--- src/rtl/riscv_mem_pkg.sv ---
// Shared memory-access encodings: dm_sel codes used by the decoder, this controller
// and the load-extract stage, plus the access controller's state encoding.
package riscv_mem_pkg;

  localparam logic [2:0] DM_LBU = 3'b000;
  localparam logic [2:0] DM_LHU = 3'b001;
  localparam logic [2:0] DM_LB  = 3'b010;
  localparam logic [2:0] DM_LH  = 3'b100;
  localparam logic [2:0] DM_LW  = 3'b101;

  typedef enum logic [1:0] {
    ST_IDLE = 2'b00,
    ST_WAIT = 2'b01,
    ST_RESP = 2'b10
  } state_t;

endpackage

--- src/rtl/dmem_access_ctrl_store_align.sv ---
// Byte-lane steering for stores and alignment check for every access size.
module store_align
  import riscv_mem_pkg::*;
(
  input  logic [2:0]  dm_sel,
  input  logic [1:0]  addr_lo,
  input  logic [31:0] wdata,
  output logic [3:0]  byte_we,
  output logic [31:0] lane_wdata,
  output logic        misalign
);

  always_comb begin
    byte_we    = 4'b0000;
    lane_wdata = 32'h0;
    misalign   = 1'b0;
    case (dm_sel)
      DM_LBU, DM_LB: begin
        byte_we    = 4'b0001 << addr_lo;
        lane_wdata = {4{wdata[7:0]}};
      end
      DM_LHU, DM_LH: begin
        byte_we    = 4'b0011 << {addr_lo[1], 1'b0};
        lane_wdata = {2{wdata[15:0]}};
        misalign   = addr_lo[0];
      end
      DM_LW: begin
        byte_we    = 4'b1111;
        lane_wdata = wdata;
        misalign   = |addr_lo;
      end
      // 011, 110, 111 are unassigned encodings and are rejected like a misalign
      default: misalign = 1'b1;
    endcase
  end

endmodule

--- src/rtl/dmem_access_ctrl.sv ---
// Load/store access controller in front of a byte-enabled synchronous data SRAM.
// Stores complete in the accept cycle; loads wait RD_LAT cycles and return the raw word.
module dmem_access_ctrl
  import riscv_mem_pkg::*;
#(
  parameter int ADDR_W = 10,
  parameter int RD_LAT = 1
) (
  input  logic              clk,
  input  logic              rst_n,
  input  logic              req_valid,
  output logic              req_ready,
  input  logic              req_we,
  input  logic [2:0]        req_dm_sel,
  input  logic [31:0]       req_addr,
  input  logic [31:0]       req_wdata,
  output logic              rsp_valid,
  output logic [31:0]       rsp_data,
  output logic [1:0]        rsp_addr_lo,
  output logic [2:0]        rsp_dm_sel,
  output logic              misalign_err,
  output logic              stall,
  output logic              mem_en,
  output logic [3:0]        mem_we,
  output logic [ADDR_W-1:0] mem_addr,
  output logic [31:0]       mem_wdata,
  input  logic [31:0]       mem_rdata
);

  localparam logic [1:0] LAT_INIT = 2'(RD_LAT - 1);

  state_t      state;
  logic [1:0]  lat_cnt;
  logic [1:0]  pend_addr_lo;
  logic [2:0]  pend_dm_sel;
  logic [3:0]  byte_we;
  logic [31:0] lane_wdata;
  logic        misalign;
  logic        accept;
  logic        access;
  logic        addr_hi_unused;

  store_align u_store_align (
    .dm_sel     (req_dm_sel),
    .addr_lo    (req_addr[1:0]),
    .wdata      (req_wdata),
    .byte_we    (byte_we),
    .lane_wdata (lane_wdata),
    .misalign   (misalign)
  );

  // Upper byte-address bits alias onto the SRAM; they are deliberately dropped.
  assign addr_hi_unused = ^req_addr[31:ADDR_W+2];

  assign req_ready = rst_n & (state != ST_WAIT);
  assign stall     = req_valid & ~req_ready;
  assign accept    = req_valid & req_ready;
  assign access    = accept & ~misalign;

  assign mem_en    = access;
  assign mem_we    = (access & req_we) ? byte_we : 4'b0000;
  assign mem_addr  = access ? req_addr[ADDR_W+1:2] : '0;
  assign mem_wdata = (access & req_we) ? lane_wdata : 32'h0;

  always_ff @(posedge clk or negedge rst_n) begin
    if (!rst_n) begin
      state        <= ST_IDLE;
      lat_cnt      <= 2'd0;
      pend_addr_lo <= 2'd0;
      pend_dm_sel  <= 3'd0;
      rsp_valid    <= 1'b0;
      rsp_data     <= 32'h0;
      rsp_addr_lo  <= 2'd0;
      rsp_dm_sel   <= 3'd0;
      misalign_err <= 1'b0;
    end else begin
      rsp_valid    <= 1'b0;
      misalign_err <= accept & misalign;
      case (state)
        ST_WAIT: begin
          if (lat_cnt == 2'd0) begin
            rsp_data    <= mem_rdata;
            rsp_addr_lo <= pend_addr_lo;
            rsp_dm_sel  <= pend_dm_sel;
            rsp_valid   <= 1'b1;
            state       <= ST_RESP;
          end else begin
            lat_cnt <= lat_cnt - 2'd1;
          end
        end
        default: begin
          // IDLE and RESP both accept; only a valid load leaves for WAIT.
          if (access && !req_we) begin
            state        <= ST_WAIT;
            lat_cnt      <= LAT_INIT;
            pend_addr_lo <= req_addr[1:0];
            pend_dm_sel  <= req_dm_sel;
          end else begin
            state <= ST_IDLE;
          end
        end
      endcase
    end
  end

endmodule
--- config.mk ---
export PLATFORM = sky130hd
export DESIGN_NAME = dmem_access_ctrl
export DESIGN_NICKNAME = d
export VERILOG_FILES = /design/src/rtl/riscv_mem_pkg.sv /design/src/rtl/dmem_access_ctrl_store_align.sv /design/src/rtl/dmem_access_ctrl.sv
export SDC_FILE = /design/constraint.sdc
export NUM_CORES = 1
export LEC_CHECK = 0
export CORE_MARGIN = 10
export CORE_UTILIZATION = 36
export CTS_BUF_LIST = sky130_fd_sc_hd__clkbuf_4
export DETAILED_ROUTE_END_ITERATION = 12
export PLACE_DENSITY = 0.83
export SYNTH_ARGS = -nofsm -noshare
export SYNTH_HDL_FRONTEND = slang
export SYNTH_SLANG_ARGS = --single-unit
--- constraint.sdc ---
create_clock -name clk -period 2.25 [get_ports clk]
set_clock_uncertainty 0.05 [all_clocks]
set_input_delay 0.45 -clock clk [delete_from_list [all_inputs] [get_ports clk]]
set_output_delay 0.45 -clock clk [all_outputs]
set_load 0.005 [all_outputs]
======== After elaboration in Yosys (flattened, before gate mapping) ========
Cells that the tools add are included.
word-level totals
  word-level logic and storage cells ...... 54
  input bits .............................. 103
  flip-flop bits (word level) ............. 48
  output and inout bits ................... 88
operators by class
  bitwise operators ....................... 9
  reductions and logical operators ........ 11
  add/sub/neg operators ................... 1
  shifts and indexed selects .............. 2
  eq/ne operators ......................... 8
  mux-type cells .......................... 14
operators with widths
  cell                   number
  $pmux W32 S3           1
  $mux W32               1
  $pmux W4 S3            1
  $mux W10               1
  $mux W2                5
  $and A1 B1 Y1          6
  $eq A3 B3 Y1 const B   2
  $reduce_and A2 Y1      3
  $reduce_or A2 Y1       3
  $mux W4                1
  $ne A2 B2 Y1 const B   2
  $shl A1 B2 Y4 const A  1
  $shl A2 B2 Y4 const A  1
  $eq A3 B1 Y1 const B   1
  $eq A3 B2 Y1 const B   1
  $logic_not A3 Y1       1
  $mux W1                3
  $not A1 Y1             3
  $pmux W1 S3            1
  $eq A2 B1 Y1 const B   1
  $logic_not A2 Y1       1
  $ne A2 B1 Y1 const B   1
  $reduce_bool A2 Y1     1
  $sub A2 B1 Y2 const B  1
  2 further kinds        2

======== Logic depth before layout (Yosys ltp) ========
  word-level depth ........................ 8
  depth in mapped cells ................... 7
  gate-level depth less buffers ........... 5

======== Hierarchy ========
Synthesis repeated with hierarchy kept, for this count alone.
second synthesis, totals
  cells, all modules ...................... 271
  area total of the unflattened synthesis .. 3,069.2 µm²
by module, submodules not included
  module            times used  area each (µm²)  cells each  seq. area each (µm²)
  dmem_access_ctrl  1           2,361.0          167         1,201.2
  store_align       1           708.2            104         0.0

======== Worst setup path before layout ========
No wires, ideal clock.
  path type ............................... input port to output port
  start ................................... input port req_addr[0]
  end ..................................... output port mem_wdata[24]
  stages on the path ...................... 7
  arrival time ............................ 1.539 ns
  required time ........................... 1.750 ns
  buffers on the path ..................... 3
  path slack .............................. 0.211 ns
  cells stage by stage .................... buf_2 > a211oi_2 > o21ai_2 > or2_1 > buf_6 > buf_6 > nor2_1
on the way
  longest elaborated chain between the ends .. 6
RTL lines
  element             RTL line                            text
  start: declaration  dmem_access_ctrl.sv:15              input logic [31:0] req_addr,
  $reduce_or A2 Y1    dmem_access_ctrl_store_align.sv:30  misalign = |addr_lo;
  $pmux W1 S3 *       dmem_access_ctrl_store_align.sv:17  case (dm_sel)
  $not A1 Y1 *        dmem_access_ctrl.sv:58              assign access = accept & ~misalign;
  $and A1 B1 Y1 *     dmem_access_ctrl.sv:58
  $and A1 B1 Y1 *     dmem_access_ctrl.sv:63              assign mem_wdata = (access & req_we) ? lane_wdata : 32'h0;
  $mux W32 *          dmem_access_ctrl.sv:63
  end: declaration    dmem_access_ctrl.sv:26              output logic [31:0] mem_wdata,
Every way passes the cells marked *; elsewhere a longest branch is shown, timed or not.

======== Worst setup path after layout ========
  start ................................... input port req_dm_sel[0]
  end ..................................... output port mem_wdata[14]
on the way
  longest elaborated chain between the ends .. 7
  elaborated cells on any way between the ends .. 13
  classes of those cells .................. 4 x eq/ne; 3 x mux; 3 x bitwise; 3 x reduce/logical
RTL lines
  element                               RTL line                            text
  start: declaration                    dmem_access_ctrl.sv:14              input logic [2:0] req_dm_sel,
  $eq A3 B1 Y1 (tied with other cells)  dmem_access_ctrl_store_align.sv:17
  $reduce_or A2 Y1                      dmem_access_ctrl_store_align.sv:17
  $pmux W1 S3                           dmem_access_ctrl_store_align.sv:17
  $not A1 Y1                            dmem_access_ctrl.sv:58
  $and A1 B1 Y1                         dmem_access_ctrl.sv:58
  $and A1 B1 Y1                         dmem_access_ctrl.sv:63
  $mux W32 *                            dmem_access_ctrl.sv:63
Marked as above.

==> impl_results.md <==
- Status: finished, violations left
- Failing checks: setup timing
- Routed via count: 2763
- Core area: 0.00725 sq mm
- Max Cap Viol: 0
- CTS max path bufs: 2
- WP buf/inv: 4
- Die area: 0.0113 sq mm
- RSZ-0062 raised after global routing: true
- CP Data Required Time: 1750 ps
- Setup TNS: -642 ps
- Syn Nets: 346
- Max Clk Rate: 431 MHz
- Antenna viol nets, final: 0
- Comb pwr share: 0.403
- Via density: 5.01
- NetSw: 0.778 mW
- Most frequent CP cell: buf_12
- N_diodes: 0
- CTS buffer count: 5
- CP top delay family: buffers and inverters
- Final std cells w/o fill: 551
- Crit path launch type: input pin
- Register area share after synthesis: 0.448
- Synthesized flop and latch total: 48
- Worst slew margin: 0.737
- CP Class: in -> out
- Setup slack, reg-to-reg: 540 ps
- Min-delay worst type: in -> async
- Clock group share of total power: 0.181
- RR Endpoint: pend_addr_lo[1]
- Worst reg-to-reg path cell count: 5
- Tcrit/Tclk final: 1.03
- Slowest cell on crit path: or2_4
- Routed len/inst: 20.0 um
- Most common cell in the netlist: mux2_2
- Async SR Flop Fraction: 1.00
- RR Startpoint: state[0]
- Total Routing Usage GR: 0.181
- Clock Root Buffer: clkbuf_4
- Synthesis-to-finish area growth: 88.4%
- DR DRC count: 0
- Gpl congestion: 0.834
- Synth top area cells: dfrtp_1, mux2_2, and2_1, a22oi_1, nor2_1
- CP Cell Sequence: buf_8 -> buf_12 -> a211oi_4 -> o21ai_4 -> or2_4 -> buf_12 -> nor2_2 -> buf_2
- Max incr delay on CP: 310 ps
- Area leader, netlist: dfrtp_1
- Synthesized area: 0.00268 sq mm
- Number of H-tree levels: 2
- CP Max Fanout: 12
- Clock transition at path regs: 140 ps
- Final Slew Violations: 0
- Row count: 31
- DIE HEIGHT: 106 um
- Crit path setup slack, layout: -67.8 ps
- Cell-internal power: 2.07 mW
- Detail Placement HPWL: 8300 um
- Vias in the first global route: 2966
- Pwr Density: 563 mW/mm^2
- 1st-pass router iterations: 4
- Initial Utilization: 0.370
- Die X: 106 um
- Top cell type's share of synthesized area: 0.448
- Unique masters post-synth: 36
- Synth cell count leaders: mux2_2, dfrtp_1, nor2_1, and2_1, a22oi_1
- Final Routed Wirelength: 11000 um
- Antenna violations before repair: 0
- Initial DRC count: 191
- Critical Path AT: 1820 ps
- Sw Share: 0.273
- Worst skew pair latency: 360 ps
- Avg Cell Area, Syn: 11.1 sq um
- Synth warn: 0
- Leak pwr: 2.17 nW
- Global route total overflow: 0
- Syn Inst Count: 242
- First-pass GRT wire length: 16200 um
- Setup-failing EPs final: 20
- CTS Sinks: 48
- Largest net degree at the start of global routing: 39
- Flop pwr share: 0.417
- Final hold vios: 0
- Worst vdd ir: 518 uV
- Critical path capture point type: output pin
- Final Critical Period: 2320 ps
- Fin nets: 555
- CTS tree: built
- Layout cells sized above 1: 0.471
- Placed cells: 524
- Primary FF master, synth: dfrtp_1
- Number of port buffers: 170
- Post-synth EDFFs: 0
- Slew @ Worst Pin: 395 ps
- Num ports: 191
## how the worst max path moves through the flow
| stage | start | endpoint | slack, ps | cells past startpoint |
|---|---|---|---|---|
| global route | req_dm_sel[0] | mem_wdata[23] | -90 | 8 |
| finish | req_dm_sel[0] | mem_wdata[14] | -70 | 8 |
| detailed placement | req_dm_sel[0] | mem_wdata[8] | -710 | 8 |
| CTS | state[1] | mem_wdata[1] | -90 | 9 |
| floorplan | req_addr[0] | mem_wdata[24] | 210 | 7 |
| global placement | req_dm_sel[0] | mem_wdata[15] | -690 | 8 |
## logic make-up (layout without fill, tap and decap cells)
logic type / count (synthesis) / count (layout) / synth area share
AND/OR/NAND/NOR: 73 / 73 / 0.158
multiplexers: 52 / 52 / 0.217
flip-flops: 48 / 48 / 0.448
AO/OA/AOI/OAI: 44 / 44 / 0.117
buffers and inverters: 23 / 233 / 0.0527
adder cells (fa/ha/maj): 1 / 1 / 0.00466
XOR/XNOR: 1 / 1 / 0.00327
## worst reg2reg max path, delay by kind of cell, from the launching register on
family / cells / cell delay (ps)
and+or+nand+nor: 3 / 550
muxes: 1 / 380
buffers and inverters: 1 / 190
DFF: 1 / 440
## registers in the layout, indices dropped and copies added (netlist names)
register,count
rsp_valid,1
rsp_addr_lo,2
rsp_data,32
rsp_dm_sel,3
lat_cnt,2
state,2
pend_dm_sel,3
pend_addr_lo,2
misalign_err,1
## through the flow
stage | cell area (sq um) | setup slack [ps] | power (mW) | hold slack [ps] | util
CTS | 4840 | -93.6 | 2.83 | 59.9 | 0.668
floorplan | 2680 | 211 | 1.54 | 104 | -
global route | 5050 | -87.5 | 2.99 | 60.1 | 0.697
finish | 5050 | -67.8 | 2.85 | 57.0 | 0.697
global placement | 4670 | -686 | 2.24 | 322 | 0.644
detailed placement | 4670 | -714 | 2.28 | 314 | 0.644
## power by group through the flow
stage | sequential, mW | clock (mW) | combinational (mW)
4_1_cts | 1.19 | 0.527 | 1.11
6_report | 1.19 | 0.515 | 1.15
3_3_place_gp | 1.19 | 0 | 1.05
3_5_place_dp | 1.21 | 0 | 1.08
2_1_floorplan | 1.21 | 0 | 0.327
5_1_grt | 1.22 | 0.557 | 1.22
## area by class of cell
cell class | instances | area (sq um)
Clock buffer | 5 | 37.5
Fill cell | 534 | 2200
Multi-Input combinational cell | 171 | 1580
Sequential cell | 48 | 1200
Tap cell | 99 | 124
Inverter | 3 | 11.3
Clock inverter | 3 | 42.5
Timing Repair Buffer | 222 | 2060
## cell usage in the layout (no fill, tap or decap), types with 4 or more instances in the layout
| cell | instances |
|---|---|
| clkdlybuf4s50_1 | 114 |
| mux2_2 | 50 |
| dfrtp_1 | 48 |
| buf_4 | 36 |
| buf_2 | 34 |
| and2_1 | 16 |
| nor2_4 | 14 |
| buf_6 | 13 |
| a22oi_1 | 12 |
| nor2_2 | 10 |
| clkbuf_2 | 9 |
| nor3b_1 | 8 |
| a21oi_1 | 8 |
| a2bb2oi_2 | 5 |
| and2_4 | 5 |
| clkbuf_4 | 5 |
| nor2b_1 | 4 |
| a22oi_2 | 4 |
| nor2_1 | 4 |
| buf_12 | 4 |
## timing repair
action | CTS | global route
endpoints found under the setup margin | 48 | 47
endpoints found under the hold margin | 1 | 0
hold buffers | 1 | 0
pin swaps | 6 | 20
resized for setup | 211 | 72
buffers inserted | 12 | 2
cloned | 4 | 1
## per-layer routing
| layer | track usage | share of wire | vias up |
|---|---|---|---|
| met1 | 0.177 | 0.36 | 1362 |
| met5 | 0 | 0 | - |
| met3 | 0.0429 | 0.047 | 24 |
| li1 | - | - | 1284 |
| met4 | 0.0687 | 0.031 | 0 |
| met2 | 0.354 | 0.56 | 93 |
Power figures use the tool's default switching activity.
